[config.mk]
export PLATFORM = sky130hd
export DESIGN_NAME = imm_decode_stage
export DESIGN_NICKNAME = d
export VERILOG_FILES = /design/src/rtl/imm_pkg.sv /design/src/rtl/imm_decode_comb.sv /design/src/rtl/imm_decode_stage.sv
export SDC_FILE = /design/constraint.sdc
export NUM_CORES = 1
export LEC_CHECK = 0
export ABC_AREA = 0
export CORE_MARGIN = 1.5
export CORE_UTILIZATION = 60
export CTS_CLUSTER_DIAMETER = 100
export DETAILED_ROUTE_END_ITERATION = 12
export GPL_TIMING_DRIVEN = 0
export PLACE_DENSITY = 0.88
export SLEW_MARGIN = 15
export SYNTH_ARGS = -nofsm -noshare
export SYNTH_HDL_FRONTEND = slang
export SYNTH_HIERARCHICAL = 1
export SYNTH_SLANG_ARGS = --single-unit
[constraint.sdc]
create_clock -name clk -period 5.7 [get_ports clk]
set_input_delay 0.57 -clock clk [delete_from_list [all_inputs] [get_ports clk]]
set_output_delay 0.57 -clock clk [all_outputs]
set_load 0.01 [all_outputs]
[src/rtl/imm_pkg.sv]
// Shared opcode constants and immediate-format codes
// for the RV immediate decode path.
package imm_pkg;

    localparam logic [6:0] OPC_OP_IMM = 7'b0010011;
    localparam logic [6:0] OPC_LOAD   = 7'b0000011;
    localparam logic [6:0] OPC_JALR   = 7'b1100111;
    localparam logic [6:0] OPC_STORE  = 7'b0100011;
    localparam logic [6:0] OPC_BRANCH = 7'b1100011;
    localparam logic [6:0] OPC_LUI    = 7'b0110111;
    localparam logic [6:0] OPC_AUIPC  = 7'b0010111;
    localparam logic [6:0] OPC_JAL    = 7'b1101111;
    localparam logic [6:0] OPC_OP     = 7'b0110011;

    typedef enum logic [2:0] {
        IMM_R     = 3'd0,
        IMM_I     = 3'd1,
        IMM_S     = 3'd2,
        IMM_B     = 3'd3,
        IMM_U     = 3'd4,
        IMM_J     = 3'd5,
        IMM_SHAMT = 3'd6,
        IMM_NONE  = 3'd7
    } imm_type_t;

endpackage

[src/rtl/imm_decode_comb.sv]
// Combinational immediate extraction, format classification
// and PC-relative target for one instruction word.
module imm_decode_comb
    import imm_pkg::*;
#(
    parameter int XLEN = 32
) (
    input  logic [31:0]     instr,
    input  logic [XLEN-1:0] pc,
    output logic [XLEN-1:0] imm,
    output imm_type_t       imm_type,
    output logic            illegal,
    output logic [XLEN-1:0] target
);

    logic [6:0] opc;
    logic [2:0] f3;
    logic       is_shift;
    logic       is_itype;
    logic       pcrel;

    logic signed [11:0] imm_i;
    logic signed [11:0] imm_s;
    logic signed [12:0] imm_b;
    logic signed [31:0] imm_u;
    logic signed [20:0] imm_j;
    logic [XLEN-1:0]    shamt;

    assign opc = instr[6:0];
    assign f3  = instr[14:12];

    assign is_shift = (opc == OPC_OP_IMM)
                    && (f3 == 3'b001 || f3 == 3'b101);
    assign is_itype = (opc == OPC_OP_IMM && !is_shift)
                    || opc == OPC_LOAD || opc == OPC_JALR;

    assign imm_i = instr[31:20];
    assign imm_s = {instr[31:25], instr[11:7]};
    assign imm_b = {instr[31], instr[7], instr[30:25],
                    instr[11:8], 1'b0};
    assign imm_u = {instr[31:12], 12'b0};
    assign imm_j = {instr[31], instr[19:12], instr[20],
                    instr[30:21], 1'b0};

    // RV64 shifts carry a 6-bit shamt, RV32 only 5
    assign shamt = (XLEN == 64) ? XLEN'(instr[25:20])
                                : XLEN'(instr[24:20]);

    always_comb begin
        imm      = '0;
        imm_type = IMM_NONE;
        illegal  = 1'b0;
        unique case (1'b1)
            is_shift: begin
                imm      = shamt;
                imm_type = IMM_SHAMT;
            end
            is_itype: begin
                imm      = XLEN'(imm_i);
                imm_type = IMM_I;
            end
            (opc == OPC_STORE): begin
                imm      = XLEN'(imm_s);
                imm_type = IMM_S;
            end
            (opc == OPC_BRANCH): begin
                imm      = XLEN'(imm_b);
                imm_type = IMM_B;
            end
            (opc == OPC_LUI || opc == OPC_AUIPC): begin
                imm      = XLEN'(imm_u);
                imm_type = IMM_U;
            end
            (opc == OPC_JAL): begin
                imm      = XLEN'(imm_j);
                imm_type = IMM_J;
            end
            (opc == OPC_OP): begin
                imm_type = IMM_R;
            end
            default: begin
                illegal = 1'b1;
            end
        endcase
    end

    assign pcrel = opc == OPC_BRANCH || opc == OPC_JAL
                 || opc == OPC_AUIPC;

    // JALR target needs rs1, which this stage does not see
    assign target = pcrel ? pc + imm : '0;

endmodule

[src/rtl/imm_decode_stage.sv]
// Registered immediate-decode stage with valid/ready handshake
// and optional 2-entry skid buffer holding decoded results.
module imm_decode_stage
    import imm_pkg::*;
#(
    parameter int XLEN = 32,
    parameter bit SKID = 1'b1
) (
    input  logic            clk,
    input  logic            rst,
    input  logic            flush,
    input  logic            in_valid,
    output logic            in_ready,
    input  logic [31:0]     in_instr,
    input  logic [XLEN-1:0] in_pc,
    output logic            out_valid,
    input  logic            out_ready,
    output logic [XLEN-1:0] out_imm,
    output imm_type_t       out_imm_type,
    output logic [XLEN-1:0] out_target,
    output logic            out_illegal,
    output logic [XLEN-1:0] out_pc
);

    if (XLEN != 32 && XLEN != 64) begin : g_xlen_chk
        $error("imm_decode_stage: XLEN must be 32 or 64");
    end

    typedef struct packed {
        logic [XLEN-1:0] imm;
        imm_type_t       imm_type;
        logic [XLEN-1:0] target;
        logic            illegal;
        logic [XLEN-1:0] pc;
    } dec_t;

    dec_t            dec;
    dec_t            out_q;
    dec_t            skid_q;
    logic            out_v;
    logic            skid_v;
    logic            in_hs;
    logic [XLEN-1:0] d_imm;
    imm_type_t       d_type;
    logic            d_ill;
    logic [XLEN-1:0] d_tgt;

    imm_decode_comb #(.XLEN(XLEN)) u_comb (
        .instr    (in_instr),
        .pc       (in_pc),
        .imm      (d_imm),
        .imm_type (d_type),
        .illegal  (d_ill),
        .target   (d_tgt)
    );

    always_comb begin
        dec          = '0;
        dec.imm      = d_imm;
        dec.imm_type = d_type;
        dec.target   = d_tgt;
        dec.illegal  = d_ill;
        dec.pc       = in_pc;
    end

    assign in_ready = SKID ? !skid_v : (!out_v || out_ready);
    assign in_hs    = in_valid && in_ready;

    always_ff @(posedge clk) begin
        if (rst) begin
            out_v  <= 1'b0;
            skid_v <= 1'b0;
            out_q  <= '0;
            skid_q <= '0;
        end else if (flush) begin
            out_v  <= 1'b0;
            skid_v <= 1'b0;
        end else if (out_v && !out_ready) begin
            // output stalled: a new arrival parks in the skid entry
            if (in_hs) begin
                skid_v <= 1'b1;
                skid_q <= dec;
            end
        end else if (skid_v) begin
            out_q  <= skid_q;
            skid_v <= 1'b0;
        end else begin
            out_v <= in_hs;
            if (in_hs) begin
                out_q <= dec;
            end
        end
    end

    assign out_valid    = out_v;
    assign out_imm      = out_q.imm;
    assign out_imm_type = out_q.imm_type;
    assign out_target   = out_q.target;
    assign out_illegal  = out_q.illegal;
    assign out_pc       = out_q.pc;

endmodule

Yosys cells after proc, flatten, opt, wreduce, memory -nomap -nowiden
Index checks and enable logic that the tools add are counted.
{"block": "word_totals", "latch_bits": 0, "reg_bits": 202, "romBits": 0, "input_bits": 69, "memories": 0, "ramBits": 0}
{"block": "classes", "n_lt_le_gt_ge": 0, "mux": 6, "n_shift": 0, "n_div": 0, "n_reduce_logical": 20, "n_eq_ne": 11, "n_bitwise": 3, "mul": 0, "n_addsub": 1}
{"operator": "2-to-1 mux 100 bit", "n": 2}
{"operator": "case mux 32 bit (6 select lines)", "n": 1}
{"operator": "adder 32 bit", "n": 1}
{"operator": "2-to-1 mux 32 bit", "n": 1}
{"operator": "== test 7 x 6 -> 1 bit, second input constant", "n": 3}
{"operator": "== test 7 bit, second input constant", "n": 3}
{"operator": "case mux 3 bit (7 select lines)", "n": 1}
{"operator": "== test 7 x 5 -> 1 bit, second input constant", "n": 2}
{"operator": "== test 7 x 2 -> 1 bit, second input constant", "n": 1}
{"operator": "OR reduction 7 bit", "n": 1}
{"operator": "logical OR 1 bit", "n": 6}
{"operator": "AND reduction 3 bit", "n": 2}
{"operator": "logical AND 1 bit", "n": 4}
{"operator": "== test 3 x 1 -> 1 bit, second input constant", "n": 1}
{"operator": "== test 3 bit, second input constant", "n": 1}
{"operator": "logical NOT 1 bit", "n": 3}
{"operator": "inverter 1 bit", "n": 3}
{"operator": "OR reduction 3 bit", "n": 1}
{"operator": "AND reduction 2 bit", "n": 1}
{"operator": "nonzero test 2 bit", "n": 1}
{"operator": "OR reduction 2 bit", "n": 1}
{"operator": "2-to-1 mux 1 bit", "n": 1}

Logic depth before layout (Yosys ltp)
Gate-level depths: netlist of the first run.
{"block": "depth", "word_depth": 12, "depth_mapped": 19}

Hierarchy
The synthesis of the first run kept the hierarchy.
{"module": "imm_decode_stage", "seq_area_each_um2": 4043.9, "n_inst": 1, "cells_per_inst": 902, "area_each_um2": 9760.6}
{"module": "imm_decode_comb", "seq_area_each_um2": 0.0, "n_inst": 1, "cells_per_inst": 365, "area_each_um2": 2458.6}

Worst setup path after synthesis of the first run
No wires, ideal clock.
{"block": "synth_timing", "path_type": "input -> register", "from": "input port in_instr[6]", "to": "register out_q (netlist bit out_target[29])", "path_buffers": 2, "setup_ns": 0.079, "arrival_time_ns": 3.860, "cell_stages": 18, "setup_slack_ns": 1.761, "cell_sequence": "clkbuf_1 -> or2_2 -> nor3_1 -> nor2_1 -> nor2_1 -> a21o_1 -> ha_1 -> clkbuf_1 -> a21oi_1 -> o21ai_1 -> a2111oi_2 -> o31ai_1 -> a211oi_1 -> o21ai_1 -> xnor2_1 -> nor2_1 -> mux2i_1 -> a211oi_2"}
{"block": "synth_between", "elab_chain_cells": 11}
{"item": "start, declared", "line": "imm_decode_stage.sv:14", "source": "input logic [31:0] in_instr,"}
{"item": "== test 7 x 5 -> 1 bit", "line": "imm_decode_comb.sv:32, imm_decode_comb.sv:34"}
{"item": "logical AND 1 bit", "line": "imm_decode_comb.sv:33", "source": "&& (f3 == 3'b001 || f3 == 3'b101);"}
{"item": "logical NOT 1 bit", "line": "imm_decode_comb.sv:34", "source": "assign is_itype = (opc == OPC_OP_IMM && !is_shift)"}
{"item": "logical AND 1 bit", "line": "imm_decode_comb.sv:34"}
{"item": "logical OR 1 bit (2 in a row)", "line": "imm_decode_comb.sv:35", "source": "|| opc == OPC_LOAD || opc == OPC_JALR;"}
{"item": "case mux 32 bit (6 select lines) *", "line": "imm_decode_comb.sv:53", "source": "unique case (1'b1)"}
{"item": "net d_imm[14]", "line": "imm_decode_stage.sv:43", "source": "logic [XLEN-1:0] d_imm;"}
{"item": "adder 32 bit *", "line": "imm_decode_comb.sv:91", "source": "assign target = pcrel ? pc + imm : '0;"}
{"item": "2-to-1 mux 32 bit *", "line": "imm_decode_comb.sv:91"}
{"item": "net d_tgt[29]", "line": "imm_decode_stage.sv:46", "source": "logic [XLEN-1:0] d_tgt;"}
{"item": "2-to-1 mux 100 bit *", "line": "imm_decode_stage.sv:89", "source": "if (in_hs) begin"}
{"item": "2-to-1 mux 100 bit *", "line": "imm_decode_stage.sv:84", "source": "end else if (skid_v) begin"}
{"item": "end signal, assigned", "line": "imm_decode_stage.sv:85", "source": "out_q <= skid_q;"}
{"item": "end, declared", "line": "imm_decode_stage.sv:38", "source": "dec_t out_q;"}
Mark *: on every way through the listed nets, which the timed path passes. The rest lies on a longest branch. The select of a mux whose other input is x is not followed.
A chain may end at the register's enable or synchronous reset.

Worst setup path after layout of the first run
Same ends and word-level chain as after synthesis.

==> qor.csv, run 1 <==
stage;metric;value;unit
sta;unrepaired setup endpoints after global routing;false;
final_layout;Layout area overhead;22.28;%
sta;Slew Viols, Final;0;
floorplan;row count;52;
hold_path;Hold Path Class;reg2reg;
floorplan;Die X;145.7;um
placement;DP HPWL;25.77;mm
setup_path;R2R cell count;6;
clock_tree;Worst-path clk slew;0.06;ns
setup_path;critical path peak fanout;10;
sta;setup TNS;0;ns
grt;met2 Usage GRT;0.5283;
power;pwr/cell area;232.8;mW/mm^2
grt;gr ovfl total;0;
grt;vias in the first global route;10090;
final_layout;Final #Nets;1559;
setup_path;Worst Path Required;6.12;ns
placement;RD Place Congestion;0.9596;
power;switching power;0.8984;mW
synth;#FFs+latches synth;202;
setup_path;Setup CP Type;in2reg;
placement;Place WS;0.4560;ns
synth;Synth Instances;1267;
synth;area share of and/or/nand/nor cells after synthesis;0.1638;
clock_tree;CTS Buffer Depth;3;
clock_tree;clk root buf;clkbuf_16;
grt;M1 GR Usage;0.4113;
final_layout;layout cell share with drive strength beyond 1;0.1534;
power;clock power share;0.408;
setup_path;Reg-to-Reg End;out_imm[13]$_SDFFE_PP0P_;
setup_path;Worst Setup EP;out_target[29]$_SDFFE_PP0P_;
outcome;outcome;finished clean;
route;DR DRC count;0;
sta;Worst slew margin;0.2829;
setup_path;FF-to-FF Start;skid_v$_SDFFE_PP0P_;
final_layout;most frequent cells in the layout;nand2b_1 (209), mux2i_1 (203), dfxtp_1 (202);
sta;fmax;205.7;MHz
synth;largest family of logic cells by synthesized area;compound AO/OA/AOI/OAI gates;
power;Sequential Power Share;0.428;
route;WL/cell;20.04;um
power;LEAKAGE;5.174;nW
floorplan;Die Y;145.7;um
job;Max-cap violations;0;
route;Iteration-0 DRC Markers;855;
power;combinational power share;0.164;
floorplan;die area;0.02123;mm^2
synth;Post-Syn Area;0.01222;mm^2
synth;ys flop type;dfxtp_1;
sta;Final min period;4.861;ns
synth;Synth Area in Adders;0.03338;
synth;Post-Syn Area per Cell;9.644;um^2
synth;sequential area share after synthesis;0.3309;
setup_path;CP endpoint kind;flop;
final_layout;fin cells;1743;
final_layout;commonest non-fill, non-tap cell in the layout;nand2b_1;
synth;Distinct cells, synth;60;
grt;met3 Use GR;0.04295;
synth;post-synthesis xor/xnor area fraction;0.01935;
grt;initial antenna violation count;0;
synth;post-synth net total;1368;
power;worst vdd ir;0.1989;mV
sta;worst slew pin tran;1.076;ns
final_layout;# diodes;0;
synth;Synth Warn #;6;
clock_tree;CTS H-tree lvls;1;
final_layout;multi-input logic area;0.007412;mm^2
placement;port buffer count;167;
route;1st-pass router iterations;5;
sta;WHS;0.4740;ns
route;DR vias;10340;
sta;Final Setup Violations;0;
grt;largest net degree at the start of global routing;13;
synth;multiplexer share of the synthesized area;0.1663;
route;aggregate routed wire length;34.94;mm
sta;Worst Skew;0.006225;ns
setup_path;CP startpoint;in_instr[6];
clock_tree;Resized Gates After CTS;0;
final_layout;Final Util;0.7432;
floorplan;I/O Pins;171;
setup_path;Worst Path Arrival;5.28;ns
clock_tree;CTS tree;built;
final_layout;fillcell total;1428;
floorplan;total core area;0.02010;mm^2
synth;Synth Area in Compound Gates;0.2237;
route;vias per cell;5.932;
route;post-route ant nets;0;
sta;worst setup margin;0.8385;ns
setup_path;r2r setup slk;3.93;ns
setup_path;Startpoint Class;input port;
placement;number of instances in the placed design;1704;
hold_path;critical hold path startpoint;skid_q[51]$_SDFFE_PP0P_;
clock_tree;hold buffer count at cts;0;
final_layout;FF+latch area;0.004044;mm^2
clock_tree;postcts setup bufs;0;
power;Sw Share;0.2583;
clock_tree;total CTS buffers;22;
grt;first-pass GRT wire length;53.85;mm
floorplan;Initial Util;0.6078;
power;Internal Power;2.580;mW
grt;GR peak layer;met2;
synth;number of synthesized flops with an enable pin;0;
sta;period utilization;0.8529;
clock_tree;# clock sinks;202;
sta;Final Hold Viols;0;
clock_tree;insertion delay to the later sink of the worst-skew pair;0.50;ns
synth;asr flop ratio synth;0;
grt;GRT Total Usage;0.3182;
==> cell families after synthesis <==
kind of cell	after synthesis
fa+ha+maj	32
compound gates	335
buf+inv	119
simple gates	349
mux	203
xor+xnor	27
flops	202
==> layout make-up <==
type | instances | area share
flip-flops and latches | 202 | 0.2706
well taps | 270 | 0.02261
clock buffers | 37 | 0.04539
clock inverters | 2 | 0.002345
repair buffers | 167 | 0.1119
inverters | 8 | 0.002010
plain buffers | 111 | 0.04907
multi-input cells | 946 | 0.4961
==> through the flow <==
stage	power (mW)	area [um^2]
after floorplan	1.842	12220
after global placement	2.068	14230
after detailed placement	2.077	14230
after CTS	3.481	14940
after global routing	3.586	14940
final	3.478	14940
==> power by group through the flow <==
| stage | combinational, mW | clock (mW) | sequential, mW |
|---|---|---|---|
| after floorplan | 0.306 | 0 | 1.54 |
| after global placement | 0.552 | 0 | 1.52 |
| after detailed placement | 0.560 | 0 | 1.52 |
| after CTS | 0.565 | 1.43 | 1.49 |
| after global routing | 0.605 | 1.49 | 1.49 |
| final | 0.570 | 1.42 | 1.49 |
==> cells in the mapped netlist (12+ instances only) <==
master | count | area share
mux2i_1 | 203 | 0.17
nand2_1 | 35 | 0.011
xnor2_1 | 14 | 0.010
clkbuf_1 | 38 | 0.012
a21o_1 | 39 | 0.024
a21oi_1 | 130 | 0.053
ha_1 | 31 | 0.032
dfxtp_1 | 202 | 0.33
nor2_1 | 39 | 0.012
a211oi_2 | 101 | 0.10
xor2_1 | 13 | 0.0093
buf_6 | 13 | 0.012
buf_2 | 47 | 0.019
o21ai_0 | 12 | 0.0049
nand2b_1 | 209 | 0.11
==> state kept, by name, indices dropped and copies added (netlist names) <==
signal	count
skid_q	100
skid_v	1
out_pc	32
out_illegal	1
out_target	32
out_valid	1
out_imm_type	3
out_imm	32
==> worst max-delay path, stage by stage <==
cell	delay (ns)
clkdlybuf4s50_1	0.42
clkbuf_1	0.23
or2_2	0.39
nor3_1	0.21
nor2_1	0.10
nor2_1	0.58
a21o_1	0.22
ha_1	0.24
clkbuf_1	0.19
a21oi_1	0.17
o21ai_1	0.11
a2111oi_2	0.44
o31ai_1	0.16
a211oi_1	0.45
o21ai_1	0.15
xnor2_1	0.15
nor2_1	0.17
mux2i_1	0.12
a211oi_2	0.21
==> layer usage <==
layer / vias up / part of all wire
li1: 4902 / -
met1: 4971 / 0.44
met2: 381 / 0.46
met3: 86 / 0.054
met4: 0 / 0.045
met5: - / 0
==> worst min path at each step <==
| stage | end | slack (ns) | depth (start not counted) |
|---|---|---|---|
| floorplan | skid_q[0]$_SDFFE_PP0P_ | 0.45 | 2 |
| global placement | skid_q[84]$_SDFFE_PP0P_ | 0.46 | 2 |
| detailed placement | skid_q[44]$_SDFFE_PP0P_ | 0.46 | 2 |
| CTS | skid_q[25]$_SDFFE_PP0P_ | 0.48 | 2 |
| global route | skid_q[96]$_SDFFE_PP0P_ | 0.49 | 2 |
| finish | skid_q[51]$_SDFFE_PP0P_ | 0.47 | 2 |
Power figures use the tool's default switching activity.
==> run 2, diff against run 1 <==
--- a/config.mk
+++ b/config.mk
@@ -6,6 +6,7 @@
 export NUM_CORES = 1
 export LEC_CHECK = 0
 export ABC_AREA = 0
+export CORE_ASPECT_RATIO = 0.7
 export CORE_MARGIN = 1.5
 export CORE_UTILIZATION = 60
 export CTS_CLUSTER_DIAMETER = 100
==> run 2 against run 1 <==
Net effect:
- first-iteration DRC count grew 11%
- non-clock buffer count did not move
- critical path depth down 1
- die area about the same
- largest power group unchanged
- fmax is 5.0% lower
- worst hold slack lost 0.0021 ns
- critical path type unchanged
- combinational power rose by 0.7%
==> qor.csv, run 2 (synthesis gave the netlist of run 1 again) <==
stage;metric;value;unit
power;worst vdd ir;0.1671;mV
clock_tree;insertion delay to the later sink of the worst-skew pair;0.50;ns
setup_path;Worst Path Arrival;5.53;ns
job;Max-cap violations;0;
route;Iteration-0 DRC Markers;949;
sta;Worst slew margin;0.2629;
clock_tree;CTS Buffer Depth;3;
floorplan;Initial Util;0.6138;
hold_path;Hold Path Class;reg2reg;
floorplan;I/O Pins;171;
route;WL/cell;20.63;um
clock_tree;Worst-path clk slew;0.06;ns
clock_tree;CTS tree;built;
route;post-route ant nets;0;
floorplan;total core area;0.01991;mm^2
final_layout;Most flops, register;skid_q;
clock_tree;postcts setup bufs;0;
sta;Final Setup Violations;0;
sta;fmax;195.5;MHz
grt;GR peak layer;met2;
route;1st-pass router iterations;5;
final_layout;fillcell total;1442;
placement;RD Place Congestion;0.9535;
final_layout;layout cell share with drive strength beyond 1;0.1521;
clock_tree;clk root buf;clkbuf_16;
sta;setup TNS;0;ns
outcome;outcome;finished clean;
placement;number of instances in the placed design;1704;
final_layout;max reg flops;100;
grt;GRT Total Usage;0.3344;
setup_path;R2R cell count;6;
placement;DP HPWL;26.98;mm
clock_tree;total CTS buffers;20;
floorplan;die area;0.02124;mm^2
route;DR DRC count;0;
setup_path;CP endpoint kind;flop;
sta;Final Hold Viols;0;
power;pwr/cell area;224.6;mW/mm^2
hold_path;Worst Hold Path Cells;2;
sta;Slew Viols, Final;0;
power;LEAKAGE;5.128;nW
setup_path;critical path peak fanout;10;
final_layout;commonest non-fill, non-tap cell in the layout;nand2b_1;
sta;unrepaired setup endpoints after global routing;false;
grt;vias in the first global route;10100;
grt;largest net degree at the start of global routing;14;
route;aggregate routed wire length;35.86;mm
grt;first-pass GRT wire length;55.70;mm
grt;gr ovfl total;0;
clock_tree;hold buffer count at cts;0;
final_layout;most frequent cells in the layout;nand2b_1 (209), mux2i_1 (203), dfxtp_1 (202);
floorplan;row count;43;
setup_path;Worst Path Required;6.12;ns
sta;period utilization;0.8974;
setup_path;r2r setup slk;3.86;ns
sta;Worst Skew;0.007363;ns
sta;worst slew pin tran;1.106;ns
grt;met2 Usage GRT;0.5030;
placement;port buffer count;167;
final_layout;Layout area overhead;21.47;%
setup_path;Reg-to-Reg End;out_imm[29]$_SDFFE_PP0P_;
final_layout;Final #Nets;1557;
setup_path;Startpoint Class;input port;
grt;M1 GR Usage;0.4717;
floorplan;Die X;173.6;um
setup_path;Setup CP Type;in2reg;
clock_tree;# clock sinks;202;
clock_tree;Resized Gates After CTS;0;
route;vias per cell;6.026;
route;DR vias;10470;
grt;initial antenna violation count;1;
setup_path;FF-to-FF Start;skid_v$_SDFFE_PP0P_;
floorplan;Die Y;122.4;um
grt;met3 Use GR;0.06939;
final_layout;fin cells;1738;
hold_path;WHS Endpoint;skid_q[36]$_SDFFE_PP0P_;
clock_tree;CTS H-tree lvls;1;
hold_path;critical hold path startpoint;skid_q[36]$_SDFFE_PP0P_;
sta;Final min period;5.115;ns
## run 2: cell count changes in the layout (fill, tap and decap cells not counted), sizes merged
| cell | previous run | this run |
|---|---|---|
| clkbuf | 77 | 70 |
| diode | 0 | 2 |
| bufinv | 1 | 0 |
| clkinv | 1 | 2 |
## run 2: how the worst max path moves through the flow
stage | from | end | slack [ns]
after CTS | in_instr[5] | out_target[29]$_SDFFE_PP0P_ | 0.77
after floorplan | in_instr[6] | out_target[29]$_SDFFE_PP0P_ | 1.76
after detailed placement | in_instr[5] | out_target[29]$_SDFFE_PP0P_ | 0.29
final | in_instr[5] | out_target[29]$_SDFFE_PP0P_ | 0.58
after global placement | in_instr[5] | out_target[29]$_SDFFE_PP0P_ | 0.23
after global routing | in_instr[6] | out_target[29]$_SDFFE_PP0P_ | 0.33
## run 2: cell type report
type | count | area [um^2] | area share
clock buffers | 30 | 599.3 | 0.04038
clock inverters | 2 | 10.01 | 0.0006744
repair buffers | 167 | 1672 | 0.1126
plain buffers | 111 | 733.2 | 0.04940
well taps | 270 | 337.8 | 0.02276
inverters | 8 | 30.03 | 0.002023
multi-input cells | 946 | 7412 | 0.4994
diodes | 2 | 5.005 | 0.0003372
flip-flops and latches | 202 | 4044 | 0.2724
## run 2: where the power goes
part / internal, mW / switching, mW
Clock: 0.721 / 0.551
Sequential: 1.46 / 0.0274
Combinational: 0.269 / 0.305
Total: 2.45 / 0.883
## run 2: routing by layer
layer,vias up,share of wire
met3,74,0.092
li1,4898,-
met5,-,0
met4,0,0.034
met1,5001,0.46
met2,500,0.41
## run 2: worst max-delay path, cell delays in order
cell             delay (ns)
clkdlybuf4s50_1        0.56
clkbuf_1               0.37
o21ai_0                0.16
a31oi_1                0.63
nor2b_1                0.14
clkbuf_1               0.28
a21o_1                 0.29
ha_1                   0.43
nand2_1                0.13
nor3_2                 0.22
nand2_1                0.09
a2111oi_0              0.55
a211oi_1               0.21
o21ai_1                0.21
xnor2_1                0.09
nor2_1                 0.22
mux2i_1                0.16
a211oi_2               0.22
## run 2: per-stage QoR
step	hold slack (ns)	cell area (um^2)	total power [mW]	utilization	setup slack (ns)
2_1_floorplan	0.4483	12220	1.842	-	1.761
3_3_place_gp	0.4574	14230	2.071	0.7148	0.2325
3_5_place_dp	0.4615	14230	2.080	0.7148	0.2865
4_1_cts	0.4730	14840	3.332	0.7454	0.7691
5_1_grt	0.4894	14840	3.444	0.7454	0.3287
6_report	0.4719	14840	3.334	0.7456	0.5846
